==> src/rtl/adc_mem_reader.sv <==
// DPRAM read controller: streams the ADC capture region onto a valid/ready
// sample stream, absorbing the DPRAM read latency with a credit-gated FIFO.

module adc_mem_reader_chk #(
  parameter int CNT_W      = 3,
  parameter int FIFO_DEPTH = 4
) (
  input  logic             i_clk,
  input  logic             i_rst_n,
  input  logic [CNT_W-1:0] i_fifo_cnt,
  input  logic [CNT_W-1:0] i_inflight
);
  localparam logic [CNT_W:0] DEPTH_C = (CNT_W+1)'(FIFO_DEPTH);

  // Entries held plus reads still in flight may never exceed the FIFO size.
  a_credit: assert property (@(posedge i_clk) disable iff (!i_rst_n)
    (({1'b0, i_fifo_cnt} + {1'b0, i_inflight}) <= DEPTH_C));

  a_fifo_bound: assert property (@(posedge i_clk) disable iff (!i_rst_n)
    ({1'b0, i_fifo_cnt} <= DEPTH_C));
endmodule

module adc_mem_reader #(
  parameter int                   ADDR_BITS  = 13,
  parameter int                   DATA_W     = 32,
  parameter logic [ADDR_BITS-1:0] ADDR_START = 13'h400,
  parameter logic [ADDR_BITS-1:0] ADDR_SPAN  = 13'h1000,
  parameter int                   RD_LAT     = 1,
  parameter int                   FIFO_DEPTH = 4
) (
  input  logic                 sys_clk,
  input  logic                 sys_rst_n,
  input  logic                 csr_start_i,
  input  logic                 csr_loop_i,
  input  logic                 csr_stop_i,
  output logic                 csr_busy_o,
  output logic                 csr_done_o,
  output logic                 mem_re_o,
  output logic [ADDR_BITS-1:0] mem_addr_o,
  input  logic [DATA_W-1:0]    mem_data_i,
  output logic                 m_valid_o,
  output logic [DATA_W-1:0]    m_data_o,
  output logic                 m_last_o,
  input  logic                 m_ready_i
);
  localparam logic [ADDR_BITS-1:0] ADDR_LAST = ADDR_START + ADDR_SPAN - 1'b1;
  localparam int                   PTR_W     = (FIFO_DEPTH > 1) ? $clog2(FIFO_DEPTH) : 1;
  localparam int                   CNT_W     = $clog2(FIFO_DEPTH + 1);
  localparam logic [CNT_W:0]       DEPTH_C   = (CNT_W+1)'(FIFO_DEPTH);
  localparam logic [ADDR_BITS:0]   SPAN_C    = {1'b0, ADDR_SPAN};

  typedef enum logic [1:0] {
    ST_IDLE  = 2'd0,
    ST_RUN   = 2'd1,
    ST_DRAIN = 2'd2,
    ST_DONE  = 2'd3
  } state_t;

  state_t                r_state, w_state_nxt;
  logic                  r_start_q, r_stop_q;
  logic                  r_loop, r_done, r_busy;
  logic [ADDR_BITS-1:0]  r_ptr;
  logic [ADDR_BITS:0]    r_issued;
  logic [CNT_W-1:0]      r_inflight, r_fifo_cnt;
  logic [PTR_W-1:0]      r_wr_idx, r_rd_idx;
  logic [DATA_W-1:0]     r_fifo_data [FIFO_DEPTH];
  logic [FIFO_DEPTH-1:0] r_fifo_last;
  logic [RD_LAT-1:0]     r_re_pipe, r_last_pipe;

  logic                  w_start_pulse, w_stop_pulse, w_busy_st, w_abort;
  logic [CNT_W:0]        w_used;
  logic                  w_credit, w_re, w_at_last, w_ret, w_push, w_pop, w_valid;

  function automatic logic [PTR_W-1:0] idx_inc(input logic [PTR_W-1:0] idx);
    if (idx == PTR_W'(FIFO_DEPTH - 1)) begin
      return {PTR_W{1'b0}};
    end else begin
      return idx + 1'b1;
    end
  endfunction

  assign w_start_pulse = csr_start_i & ~r_start_q;
  assign w_stop_pulse  = csr_stop_i & ~r_stop_q;
  assign w_busy_st     = (r_state == ST_RUN) || (r_state == ST_DRAIN);
  assign w_abort       = w_stop_pulse & w_busy_st;
  assign w_used        = {1'b0, r_fifo_cnt} + {1'b0, r_inflight};
  assign w_credit      = w_used < DEPTH_C;
  // The stop pulse gates the read enable combinationally so no read leaves on the abort cycle.
  assign w_re          = (r_state == ST_RUN) & ~w_stop_pulse & w_credit &
                         (r_loop | (r_issued < SPAN_C));
  assign w_at_last     = r_ptr == ADDR_LAST;
  assign w_ret         = r_re_pipe[RD_LAT-1];
  assign w_push        = w_ret & w_busy_st & ~w_abort;
  assign w_valid       = r_fifo_cnt != {CNT_W{1'b0}};
  assign w_pop         = w_valid & m_ready_i;

  assign mem_re_o   = w_re;
  assign mem_addr_o = r_ptr;
  assign m_valid_o  = w_valid;
  assign m_data_o   = r_fifo_data[r_rd_idx];
  assign m_last_o   = r_fifo_last[r_rd_idx];
  assign csr_busy_o = r_busy;
  assign csr_done_o = r_done;

  // Next-state decode.
  always_comb begin
    w_state_nxt = r_state;
    case (r_state)
      ST_IDLE: begin
        if (w_start_pulse) w_state_nxt = ST_RUN;
        else               w_state_nxt = ST_IDLE;
      end
      ST_RUN: begin
        if (w_stop_pulse)                        w_state_nxt = ST_DONE;
        else if (w_re && w_at_last && !r_loop)   w_state_nxt = ST_DRAIN;
        else                                     w_state_nxt = ST_RUN;
      end
      ST_DRAIN: begin
        if (w_stop_pulse || (w_pop && m_last_o)) w_state_nxt = ST_DONE;
        else                                     w_state_nxt = ST_DRAIN;
      end
      ST_DONE: w_state_nxt = ST_IDLE;
      default: w_state_nxt = ST_IDLE;
    endcase
  end

  // State register, CSR edge detectors and pass control (pointer, count, flags).
  always_ff @(posedge sys_clk or negedge sys_rst_n) begin
    if (!sys_rst_n) begin
      r_state   <= ST_IDLE;
      r_start_q <= 1'b0;
      r_stop_q  <= 1'b0;
      r_busy    <= 1'b0;
      r_done    <= 1'b0;
      r_loop    <= 1'b0;
      r_ptr     <= ADDR_START;
      r_issued  <= {(ADDR_BITS+1){1'b0}};
    end else begin
      r_state   <= w_state_nxt;
      r_start_q <= csr_start_i;
      r_stop_q  <= csr_stop_i;
      r_busy    <= (w_state_nxt == ST_RUN) || (w_state_nxt == ST_DRAIN);
      case (r_state)
        ST_IDLE: begin
          if (w_start_pulse) begin
            r_done   <= 1'b0;
            r_loop   <= csr_loop_i;
            r_ptr    <= ADDR_START;
            r_issued <= {(ADDR_BITS+1){1'b0}};
          end
        end
        ST_RUN: begin
          if (w_re) begin
            if (w_at_last && r_loop) r_ptr <= ADDR_START;
            else                     r_ptr <= r_ptr + 1'b1;
            if (!r_loop) r_issued <= r_issued + 1'b1;
          end
        end
        ST_DONE: begin
          r_done <= 1'b1;
          r_ptr  <= ADDR_START;
        end
        default: r_ptr <= r_ptr;
      endcase
    end
  end

  // Read-return tracking: delay line matching the DPRAM latency plus in-flight count.
  always_ff @(posedge sys_clk or negedge sys_rst_n) begin
    if (!sys_rst_n) begin
      r_re_pipe   <= {RD_LAT{1'b0}};
      r_last_pipe <= {RD_LAT{1'b0}};
      r_inflight  <= {CNT_W{1'b0}};
    end else if (w_abort) begin
      r_re_pipe   <= {RD_LAT{1'b0}};
      r_last_pipe <= {RD_LAT{1'b0}};
      r_inflight  <= {CNT_W{1'b0}};
    end else begin
      r_re_pipe[0]   <= w_re;
      r_last_pipe[0] <= w_re & w_at_last;
      for (int i = 1; i < RD_LAT; i++) begin
        r_re_pipe[i]   <= r_re_pipe[i-1];
        r_last_pipe[i] <= r_last_pipe[i-1];
      end
      r_inflight <= r_inflight + CNT_W'(w_re) - CNT_W'(w_ret);
    end
  end

  // Output FIFO; an abort empties it without touching the storage.
  always_ff @(posedge sys_clk or negedge sys_rst_n) begin
    if (!sys_rst_n) begin
      r_wr_idx    <= {PTR_W{1'b0}};
      r_rd_idx    <= {PTR_W{1'b0}};
      r_fifo_cnt  <= {CNT_W{1'b0}};
      r_fifo_last <= {FIFO_DEPTH{1'b0}};
      for (int i = 0; i < FIFO_DEPTH; i++) r_fifo_data[i] <= {DATA_W{1'b0}};
    end else if (w_abort) begin
      r_wr_idx   <= {PTR_W{1'b0}};
      r_rd_idx   <= {PTR_W{1'b0}};
      r_fifo_cnt <= {CNT_W{1'b0}};
    end else begin
      if (w_push) begin
        r_fifo_data[r_wr_idx] <= mem_data_i;
        r_fifo_last[r_wr_idx] <= r_last_pipe[RD_LAT-1];
        r_wr_idx              <= idx_inc(r_wr_idx);
      end
      if (w_pop) r_rd_idx <= idx_inc(r_rd_idx);
      case ({w_push, w_pop})
        2'b10:   r_fifo_cnt <= r_fifo_cnt + 1'b1;
        2'b01:   r_fifo_cnt <= r_fifo_cnt - 1'b1;
        default: r_fifo_cnt <= r_fifo_cnt;
      endcase
    end
  end

  adc_mem_reader_chk #(
    .CNT_W      (CNT_W),
    .FIFO_DEPTH (FIFO_DEPTH)
  ) u_chk (
    .i_clk      (sys_clk),
    .i_rst_n    (sys_rst_n),
    .i_fifo_cnt (r_fifo_cnt),
    .i_inflight (r_inflight)
  );
endmodule

==> config.mk <==
export PLATFORM = sky130hd
export DESIGN_NAME = adc_mem_reader
export DESIGN_NICKNAME = d
export VERILOG_FILES = /design/src/rtl/adc_mem_reader.sv
export SDC_FILE = /design/constraint.sdc
export NUM_CORES = 1
export LEC_CHECK = 0
export ABC_AREA = 0
export ABC_CLOCK_PERIOD_IN_PS = 2800
export CAP_MARGIN = 5
export CORE_AREA = 3 3 158 160
export DETAILED_ROUTE_END_ITERATION = 10
export DIE_AREA = 0 0 161 163
export GPL_TIMING_DRIVEN = 0
export HOLD_SLACK_MARGIN = 0.02
export SYNTH_ARGS = -nofsm -noshare
export SYNTH_HDL_FRONTEND = slang
export SYNTH_SLANG_ARGS = --single-unit
==> constraint.sdc <==
create_clock -name sys_clk -period 2.8 [get_ports sys_clk]
set_clock_uncertainty 0.05 [all_clocks]
set_input_delay 0.56 -clock sys_clk [delete_from_list [all_inputs] [get_ports sys_clk]]
set_output_delay 0.56 -clock sys_clk [all_outputs]
set_load 0.03 [all_outputs]
==> reports/metrics.csv <==
stage,metric,value,unit
logic_synthesis,Post-synth top flop,dfrtp_1,
finish,ANT cells,0,
global_routing,GRT Residual Overflow,0,
finish,nets@finish,748,
clock_network,clock sinks,178,
setup_path,Startpoint Class,input port,
logic_synthesis,"Async S/R FF share, synth",100,%
clock_network,clock input transition at the sequential cells of the worst setup and hold paths,0.07,ns
clock_network,Clock Tree Buf Depth,2,
finish,fin cells,1025,
sta,period utilization,97.1,%
sta,Fin. Hold Viols,0,
setup_path,Critical Path RT,3.07,ns
detailed_routing,Antenna Nets Post-Route,0,
min_path,worst min-delay path class,reg -> reg,
setup_path,Worst path slowest cell,buf_1,
place,Port Buffers,87,
sta,final worst slack,0.0820,ns
logic_synthesis,Post-Synthesis Mean Instance Area,14.1,um2
run_status,status,"complete, no violations",
setup_path,WS Path Type,in -> reg,
logic_synthesis,Post-synth EDFFs,0,
floorplanning,chip width,161,um
sta,Final Max Slew Viols,0,
finish,utilization after layout,43.4,%
sta,Max Clk Rate,368,MHz
setup_path,Worst setup EP type,flip-flop,
sta,setup violators final,0,
logic_synthesis,sequential element share of the synthesized area,53.9,%
global_routing,first-pass GRT wire length,30100,um
detailed_routing,first-pass detailed-route iteration total,4,
setup_path,crit path max fanout,10,
power_and_ir_drop,leakage power,4.74,nW
power_and_ir_drop,total power,10.4,mW
logic_synthesis,number of distinct library cells after synthesis,53,
clock_network,TritonCTS Buffers,17,
detailed_routing,DR vias/cell,5.07,
logic_synthesis,top post-synthesis cells by area,"dfrtp_1 (54%), mux2_2 (18%), mux4_2 (9.0%)",
setup_path,worst-path cell chain,clkdlybuf4s50_1 -> nor2b_1 -> nor2_4 -> buf_12 -> nand2_1 -> buf_1 -> mux2_2,
power_and_ir_drop,maximum VDD drop,0.000423,V
detailed_routing,vias,5195,
floorplanning,Row Count,56,
setup_path,critical path's largest stage delay,0.62,ns
logic_synthesis,most common cell in the synthesized netlist,dfrtp_1,
job,max cap viols,0,
logic_synthesis,largest area contributor in the netlist,dfrtp_1,
floorplanning,total die area,0.0262,mm2
place,GP Congestion,0.766,
finish,Area growth syn-to-layout,23.7,%
detailed_routing,1st-iter DRT viols,164,
floorplanning,Chip Height,163,um
setup_path,Crit path arrival time,2.98,ns
floorplanning,# IOs,88,
clock_network,Root Buffer,clkbuf_16,
sta,Rel. slew slack,36.2,%
power_and_ir_drop,Power Density,1010,mW/mm2
detailed_routing,DR DRC count,0,
logic_synthesis,synth warn,0,
logic_synthesis,Synth top cells by count,"dfrtp_1 (177), mux2_2 (135), mux4_2 (33)",
place,dpl ws,-0.424,ns
clock_network,TritonCTS clock tree,built,
logic_synthesis,Post-Syn Instances,584,
place,placed cells,991,
logic_synthesis,Synth Net Count,639,
sta,Final min period,2.72,ns
detailed_routing,average wire per standard cell,17.8,um
logic_synthesis,Yosys reg bits,178,
finish,share of layout cells above drive strength 1,34.1,%
logic_synthesis,Synth Cell Area,0.00826,mm2
global_routing,Tot GR Track Use,14.5,%
clock_network,Worst-Skew Late Latency,0.43,ns
global_routing,largest net degree at the start of global routing,128,
global_routing,initial antenna violation count,0,
detailed_routing,final WL,18300,um
logic_synthesis,top-area cell type share of the netlist area,53.6,%
floorplanning,effective utilization at floorplan,35.1,%
global_routing,vias in the first global route,5692,
sta,RSZ-0062 raised after global routing,true,
sta,worst slew pin tran,0.947,ns
place,hpwl dp,12600,um
floorplanning,Core Box Area,0.0235,mm2
clock_network,CTS H-Tree Depth,4,
finish,FILL cells,2168,
==> routing by layer <==
metal  track usage, %  up-vias  wire (um)
li1                 -     2393          -
met1             17.3     2696       7760
met2             26.3       89       9680
met3             3.59       17        639
met4             3.60        0        184
met5                0        -          0
==> cell families after synthesis <==
group | Yosys count | share of synthesized area (%)
AO/OA/AOI/OAI | 74 | 6.42
XOR/XNOR | 10 | 1.06
adder cells (fa/ha/maj) | 17 | 2.76
buffers and inverters | 38 | 1.86
flip-flops | 178 | 53.9
multiplexers | 171 | 27.8
AND/OR/NAND/NOR | 96 | 6.21
==> stage by stage <==
step                setup TNS, ns  cell area [um2]  hold WS, ns
finish                          0            10200        0.453
global route               -0.398            10200        0.459
CTS                             0            10200        0.455
detailed placement         -50.79             9560        0.439
global placement         -1061.78             9530        0.431
floorplan                       0             8260        0.214
==> power by group <==
part / internal (mW) / total [mW] / leakage (nW) / switching (mW)
Clock: 1.20 / 2.35 / 0.284 / 1.15
Combinational: 1.98 / 4.19 / 2.07 / 2.21
Sequential: 3.35 / 3.82 / 2.39 / 0.473
Total: 6.52 / 10.4 / 4.74 / 3.83
==> worst paths after layout <==
kind                                                   from                           to  cells after the start  slack [ns]
max in group asynchronous                         sys_rst_n      r_rd_idx[1]$_DFFE_PN0P_                      3        1.16
worst min register to register  r_fifo_data[60]$_DFFE_PN0P_  r_fifo_data[60]$_DFFE_PN0P_                      1        0.45
min in group asynchronous                         sys_rst_n  r_fifo_data[21]$_DFFE_PN0P_                      2        0.58
worst max-delay path                             csr_stop_i  r_fifo_data[43]$_DFFE_PN0P_                      7        0.08
worst max register to register         r_state[0]$_DFF_PN0_  r_fifo_data[43]$_DFFE_PN0P_                      8        0.10
worst min-delay path            r_fifo_data[60]$_DFFE_PN0P_  r_fifo_data[60]$_DFFE_PN0P_                      1        0.45
==> layout by cell type, fill, tap and decap left out, types with 8 or more instances in the layout <==
| cell | n |
|---|---|
| nor2_1 | 26 |
| clkdlybuf4s50_1 | 52 |
| ha_1 | 14 |
| o21ai_1 | 11 |
| clkbuf_2 | 12 |
| dlygate4sd2_1 | 31 |
| mux2_2 | 135 |
| o21ai_0 | 15 |
| inv_1 | 13 |
| nand2_1 | 20 |
| dfrtp_1 | 176 |
| clkbuf_16 | 17 |
| mux4_2 | 33 |
| nor2b_1 | 8 |
| a21oi_1 | 11 |
==> final cells by class <==
| class | instances | area [um2] | area share [%] |
|---|---|---|---|
| clock inverter | 15 | 170 | 1.66 |
| sequential | 178 | 4460 | 43.6 |
| timing repair buffer | 91 | 895 | 8.75 |
| inverter | 13 | 48.8 | 0.477 |
| clock buffer | 17 | 425 | 4.16 |
| multi-input combinational | 368 | 3670 | 35.9 |
| tap | 319 | 399 | 3.90 |
| buffer | 24 | 156 | 1.53 |
==> critical path: cells and delay by family <==
family,cells,cell delay [ns]
buffers and inverters,3,1.27
and+or+nand+nor,3,0.73
muxes,1,0.41
==> registers in the layout, summed over array words and instances, names as in the netlist <==
signal,flops
r_fifo_data,128
r_issued,14
mem_addr_o,13
r_fifo_last,4
r_fifo_cnt,3
r_inflight,3
r_rd_idx,2
r_state,2
r_wr_idx,2
csr_busy_o,1
csr_done_o,1
r_last_pipe,1
r_loop,1
r_re_pipe,1
r_start_q,1
r_stop_q,1
==> timing repair <==
item | CTS | global route
endpoints found under the hold margin | 51 | 0
pin swaps | 0 | 2
resized for setup | 59 | 17
gates cloned | 0 | 0
setup endpoints to repair | 60 | 52
hold buffers | 1 | 0
buffers inserted | 0 | 2
Note: power is estimated with default switching activity, not from simulation.
